[src/rtl/sid_audio_i2s.sv]
// sid_audio_i2s: box-decimates the SID filter output, rounds/saturates it to
// 16 bits and serializes it as Philips I2S (same word on both channels).
module sid_audio_i2s #(
    parameter int CLK_DIV    = 4,
    parameter int LOG2_DECIM = 5
) (
    input  logic        clk,
    input  logic        reset_n,
    input  logic [17:0] audio,
    input  logic        sample_stb,
    input  logic        mute,
    output logic [15:0] sample_out,
    output logic        sample_valid,
    output logic        overrun,
    output logic        i2s_bclk,
    output logic        i2s_lrck,
    output logic        i2s_data
);
    localparam int             AW   = 18 + LOG2_DECIM;
    localparam int             CW   = (LOG2_DECIM == 0) ? 1 : LOG2_DECIM;
    localparam logic [CW-1:0]  CMAX = CW'((1 << LOG2_DECIM) - 1);
    localparam int             DW   = (CLK_DIV <= 1) ? 1 : $clog2(CLK_DIV);
    localparam logic [DW-1:0]  DMAX = DW'(CLK_DIV - 1);

    logic signed [AW-1:0] r_acc;
    logic [CW-1:0]        r_cnt;
    logic [15:0]          r_hold;
    logic                 r_new;
    logic [15:0]          r_shreg;
    logic [DW-1:0]        r_div;
    logic [4:0]           r_slot;

    logic signed [AW-1:0] w_sum;
    logic signed [17:0]   w_avg;
    logic signed [18:0]   w_rnd;
    logic [15:0]          w_sat;
    logic                 w_wrap;
    logic                 w_fall;
    logic                 w_load;
    logic [4:0]           w_nslot;

    // Average, then round to 16 bits; the 19-bit intermediate keeps avg+2 from wrapping.
    assign w_sum   = r_acc + AW'($signed(audio));
    assign w_avg   = 18'(w_sum >>> LOG2_DECIM);
    assign w_rnd   = (19'(w_avg) + 19'sd2) >>> 2;
    assign w_wrap  = (r_div == DMAX);
    assign w_fall  = w_wrap & i2s_bclk;
    assign w_load  = w_fall & (r_slot == 5'd31);
    assign w_nslot = r_slot + 5'd1;

    // Clamp the rounded average into the signed 16-bit range.
    always_comb begin
        w_sat = w_rnd[15:0];
        if (w_rnd > 19'sd32767)
            w_sat = 16'h7FFF;
        else if (w_rnd < -19'sd32768)
            w_sat = 16'h8000;
    end

    // Decimator: accumulate 2^LOG2_DECIM strobes, emit the rounded mean on the last.
    always_ff @(posedge clk or negedge reset_n) begin
        if (!reset_n) begin
            r_acc        <= '0;
            r_cnt        <= '0;
            sample_out   <= '0;
            sample_valid <= 1'b0;
        end else begin
            sample_valid <= 1'b0;
            if (sample_stb) begin
                if (r_cnt == CMAX) begin
                    r_acc        <= '0;
                    r_cnt        <= '0;
                    sample_out   <= w_sat;
                    sample_valid <= 1'b1;
                end else begin
                    r_acc <= w_sum;
                    r_cnt <= r_cnt + CW'(1);
                end
            end
        end
    end

    // Hold register between decimator and serializer; flags samples the serializer never took.
    always_ff @(posedge clk or negedge reset_n) begin
        if (!reset_n) begin
            r_hold  <= '0;
            r_new   <= 1'b0;
            overrun <= 1'b0;
        end else begin
            overrun <= sample_valid & r_new & ~w_load;
            if (sample_valid) begin
                r_hold <= sample_out;
                r_new  <= 1'b1;
            end else if (w_load) begin
                r_new  <= 1'b0;
            end
        end
    end

    // BCLK divider, slot counter and serializer; everything moves on BCLK falling events.
    always_ff @(posedge clk or negedge reset_n) begin
        if (!reset_n) begin
            r_div    <= '0;
            r_slot   <= 5'd31;
            r_shreg  <= '0;
            i2s_bclk <= 1'b0;
            i2s_lrck <= 1'b0;
            i2s_data <= 1'b0;
        end else begin
            if (w_wrap) begin
                r_div    <= '0;
                i2s_bclk <= ~i2s_bclk;
            end else begin
                r_div    <= r_div + DW'(1);
            end
            if (w_fall) begin
                r_slot   <= w_nslot;
                i2s_lrck <= (w_nslot >= 5'd15) && (w_nslot <= 5'd30);
                if (w_load) begin
                    r_shreg  <= mute ? 16'h0000 : r_hold;
                    i2s_data <= mute ? 1'b0 : r_hold[15];
                end else begin
                    i2s_data <= r_shreg[~w_nslot[3:0]];
                end
            end
        end
    end
endmodule

[config.mk]
export PLATFORM = sky130hd
export DESIGN_NAME = sid_audio_i2s
export DESIGN_NICKNAME = d
export VERILOG_FILES = /design/src/rtl/sid_audio_i2s.sv
export SDC_FILE = /design/constraint.sdc
export NUM_CORES = 1
export LEC_CHECK = 0
export ABC_AREA = 1
export BUFFER_PORTS_ARGS = -buffer_cell sky130_fd_sc_hd__buf_2
export CAP_MARGIN = 20
export CORE_ASPECT_RATIO = 2
export CORE_MARGIN = 8
export CORE_UTILIZATION = 45
export CTS_CLUSTER_DIAMETER = 200
export DETAILED_ROUTE_END_ITERATION = 12
export SETUP_SLACK_MARGIN = 0.02
export SLEW_MARGIN = 10
export SYNTH_ARGS = -nofsm -noshare
export SYNTH_HDL_FRONTEND = slang
export SYNTH_SLANG_ARGS = --single-unit
[constraint.sdc]
create_clock -name clk -period 3.2 [get_ports clk]
set_clock_uncertainty 0.15 [all_clocks]
set_input_delay 0.32 -clock clk [delete_from_list [all_inputs] [get_ports clk]]
set_output_delay 0.32 -clock clk [all_outputs]
set_load 0.02 [all_outputs]
==> impl_results.md <==
* Post-synthesis net count at approximately 860
* Crit Path Max Fanout at 7
* Worst-Margin Slew at approximately 0.56 ns
* Synth Instances at roughly 810
* Die Y at 178 µm
* Area of the mapped netlist at between 0.005 and 0.006 mm²
* Diode count at 0
* Final hold vios at 0
* R2R setup slack at 0.18 ns
* Layout cells sized above 1 at 19.7%
* Syn. warnings at 0
* Critical Path AT at 3.09 ns
* Max-Cap Viols at 0
* Pwr per Cell Area at between 900 and 1000 mW/mm²
* Crit Path Class: reg2reg
* Port Buffers at between 40 and 50
* Peak VDD IR at roughly 0.00054 V
* Vias at about 5400
* Post-DP HPWL at between 10000 and 15000 µm
* Hold Path Class: in2reg
* Min Tclk post-route at between 3 and 4 ns
* Yosys reg bits at between 80 and 90
* Avg Cell Area, Syn at roughly 7.4 µm²
* Max clock buf depth at 2
* Seq/Total Area, Yosys at roughly 38%
* CP required at between 3 and 4 ns
* Synth async-reset ratio at 100%
* Detailed Route WL at 17500 µm
* Fin util at a little over half
* Crit end category: flop
* Drt drc at 0
* P&R area growth vs syn at 15.3%
* Initial Util at 46.0%
* Reg2Reg Launch Point: r_acc[0]$_DFFE_PN0P_
* Die X-Extent at 97.2 µm
* CTS tree: yes
* Most numerous cell in the Yosys netlist: nand2_1
* CP Launch Point: r_acc[0]$_DFFE_PN0P_
* Worst r2r dst: sample_out[10]$_DFFE_PN0P_
* Final #Nets at between 900 and 1000
* Fin. max-slew vios at 0
* R2R cell count at 20
* # H-tree levels at 3
* Via density at between 5 and 6
* Number of flops mapped to enable cells by yosys at 0
* Global-route wire length before repair at 27900 µm
* Drt first-iter violations at 199
* I/O pins at 43
* Post-route setup TNS at 0 ns
* Pin count of the biggest net entering global routing at 45
* Total power draw at 6.58 mW
* Startpoint Class: flop
* Top-area cell type share of the netlist area at around 35%
* DR pass1 iterations at 5
* Total CTS buffers at 9
* Clk_lat worst skew at 0.34 ns
* Yosys top cell by area: dfrtp_1
* Gr usage total at between 20% and 30%
* Antenna Nets Post-Route at 0
* Placer Congestion at between 0.9 and 1
* Final instance area at ~0.0068 mm²
* Synth cell types at 40
* Initial antenna violation count at 0
* Min-delay src: sample_stb
* Clk sinks at between 80 and 90
* CTS root buf: clkbuf_16
* Vias in the first global route at 5600
* Synth cell count leaders: nand2_1, inv_1, dfrtp_1
* Synth top area cells: dfrtp_1, nand2_1, inv_1, ha_1, o21ai_0
* Clock-pin slew on the worst setup and hold paths at ~0.07 ns
* Hold path cells at 3
* FMAX at 0.331 GHz
* Final hold slack at approximately 0.13 ns
* Pleak at about 3.6 nW
* Ys flop type: dfrtp_1
* Core area at between 0.01 and 0.015 mm²
* # setup viols final at 0
* Die area at roughly 0.017 mm²
* Post-DP Area at 0.00643 mm²
* Fin crit share at 94.5%
* Placement Rows at between 50 and 60
* DR WL/cell at 17.2 µm
* Outcome: finished, final reports clean
* Total grt overflow at 0
* Hold endpoint: r_cnt[4]$_DFFE_PN0P_
* Normalized max-slew margin at 62.4%
==> layout by cell type (no fill, tap or decap), types with 10 or more instances in the layout <==
| master | count |
|---|---|
| a21oi_1 | 27 |
| a21oi_4 | 10 |
| buf_2 | 41 |
| buf_4 | 19 |
| dfrtp_1 | 84 |
| ha_1 | 28 |
| inv_1 | 111 |
| inv_2 | 18 |
| nand2_1 | 236 |
| nand2_2 | 20 |
| nand3_1 | 37 |
| nand4_1 | 12 |
| nor2_1 | 55 |
| o21ai_0 | 54 |
| xor2_1 | 11 |
==> per-layer routing <==
metal | GRT usage (%) | part of all wire [%] | up-vias
met5 | 0 | 0 | -
met4 | 17.2 | 7.5 | 0
met3 | 2.79 | 2.5 | 60
met2 | 41.7 | 58 | 120
met1 | 16.5 | 32 | 2498
li1 | - | - | 2678
==> where the power goes <==
| part | switching (mW) | internal [mW] |
|---|---|---|
| clock | 0.478 | 0.636 |
| sequential | 0.207 | 1.42 |
| combinational | 2.60 | 1.24 |
==> layout make-up <==
type                    count  area (µm²)
clock buffers              10         239
clock inverters             6        72.6
fillers                  1320        6070
inverters                 132         495
multi-input cells         570        3220
flip-flops and latches     89        2230
well taps                 152         190
repair buffers             63         398
==> critical path: stages, from the launching register on <==
cell and delay [ns]:
dfrtp_1 0.35, ha_2 0.18, inv_1 0.05, fa_2 0.34
inv_2 0.06, nand2_1 0.07, nand2_2 0.09, nand3_1 0.10
nand2_1 0.09, nand2_1 0.05, nand2_1 0.09, ha_2 0.19
nand3_2 0.10, nor2_4 0.13, nand2_4 0.09, nor2_4 0.10
nand3_2 0.11, nor2_4 0.16, nand3_4 0.19, nand2_4 0.14
a21oi_4 0.05
==> metrics by stage <==
step                cells  worst slack, ns
detailed placement   1003           0.0153
global route         1022         -0.00436
finish               1022            0.175
CTS                  1020           0.0534
floorplan             806            0.275
global placement     1003           0.0561
==> registers in the layout (all words and copies together) (netlist names) <==
name / count
r_new: 1
r_div: 2
sample_out: 16
r_cnt: 5
r_slot: 5
i2s_lrck: 1
overrun: 1
i2s_bclk: 1
i2s_data: 1
r_acc: 23
r_shreg: 16
r_hold: 16
sample_valid: 1
==> timing repair <==
action | in CTS | in global routing
setup endpoints to repair | 0 | 15
hold buffers | 1 | 0
resized for setup | 0 | 22
endpoints found under the hold margin | 39 | 0
setup buffers | 0 | 2
==> worst max path at each step <==
stage | endpoint | slack, ns | cells past startpoint
4_1_cts | sample_out[10]$_DFFE_PN0P_ | 0.05 | 20
3_3_place_gp | sample_out[12]$_DFFE_PN0P_ | 0.06 | 21
6_report | sample_out[10]$_DFFE_PN0P_ | 0.18 | 20
2_1_floorplan | sample_out[9]$_DFFE_PN0P_ | 0.28 | 21
3_5_place_dp | sample_out[10]$_DFFE_PN0P_ | 0.02 | 21
5_1_grt | sample_out[10]$_DFFE_PN0P_ | -0.004 | 20
==> logic make-up after synthesis <==
group,Yosys count,synth area share (%)
and+or+nand+nor,409,31.4
buffers and inverters,147,9.57
AOI/OAI and AO/OA,118,13.0
DFF,89,37.6
adders and majority gates,31,6.66
xor gates and xnor gates,12,1.77
(Power assumes the default switching activity.)
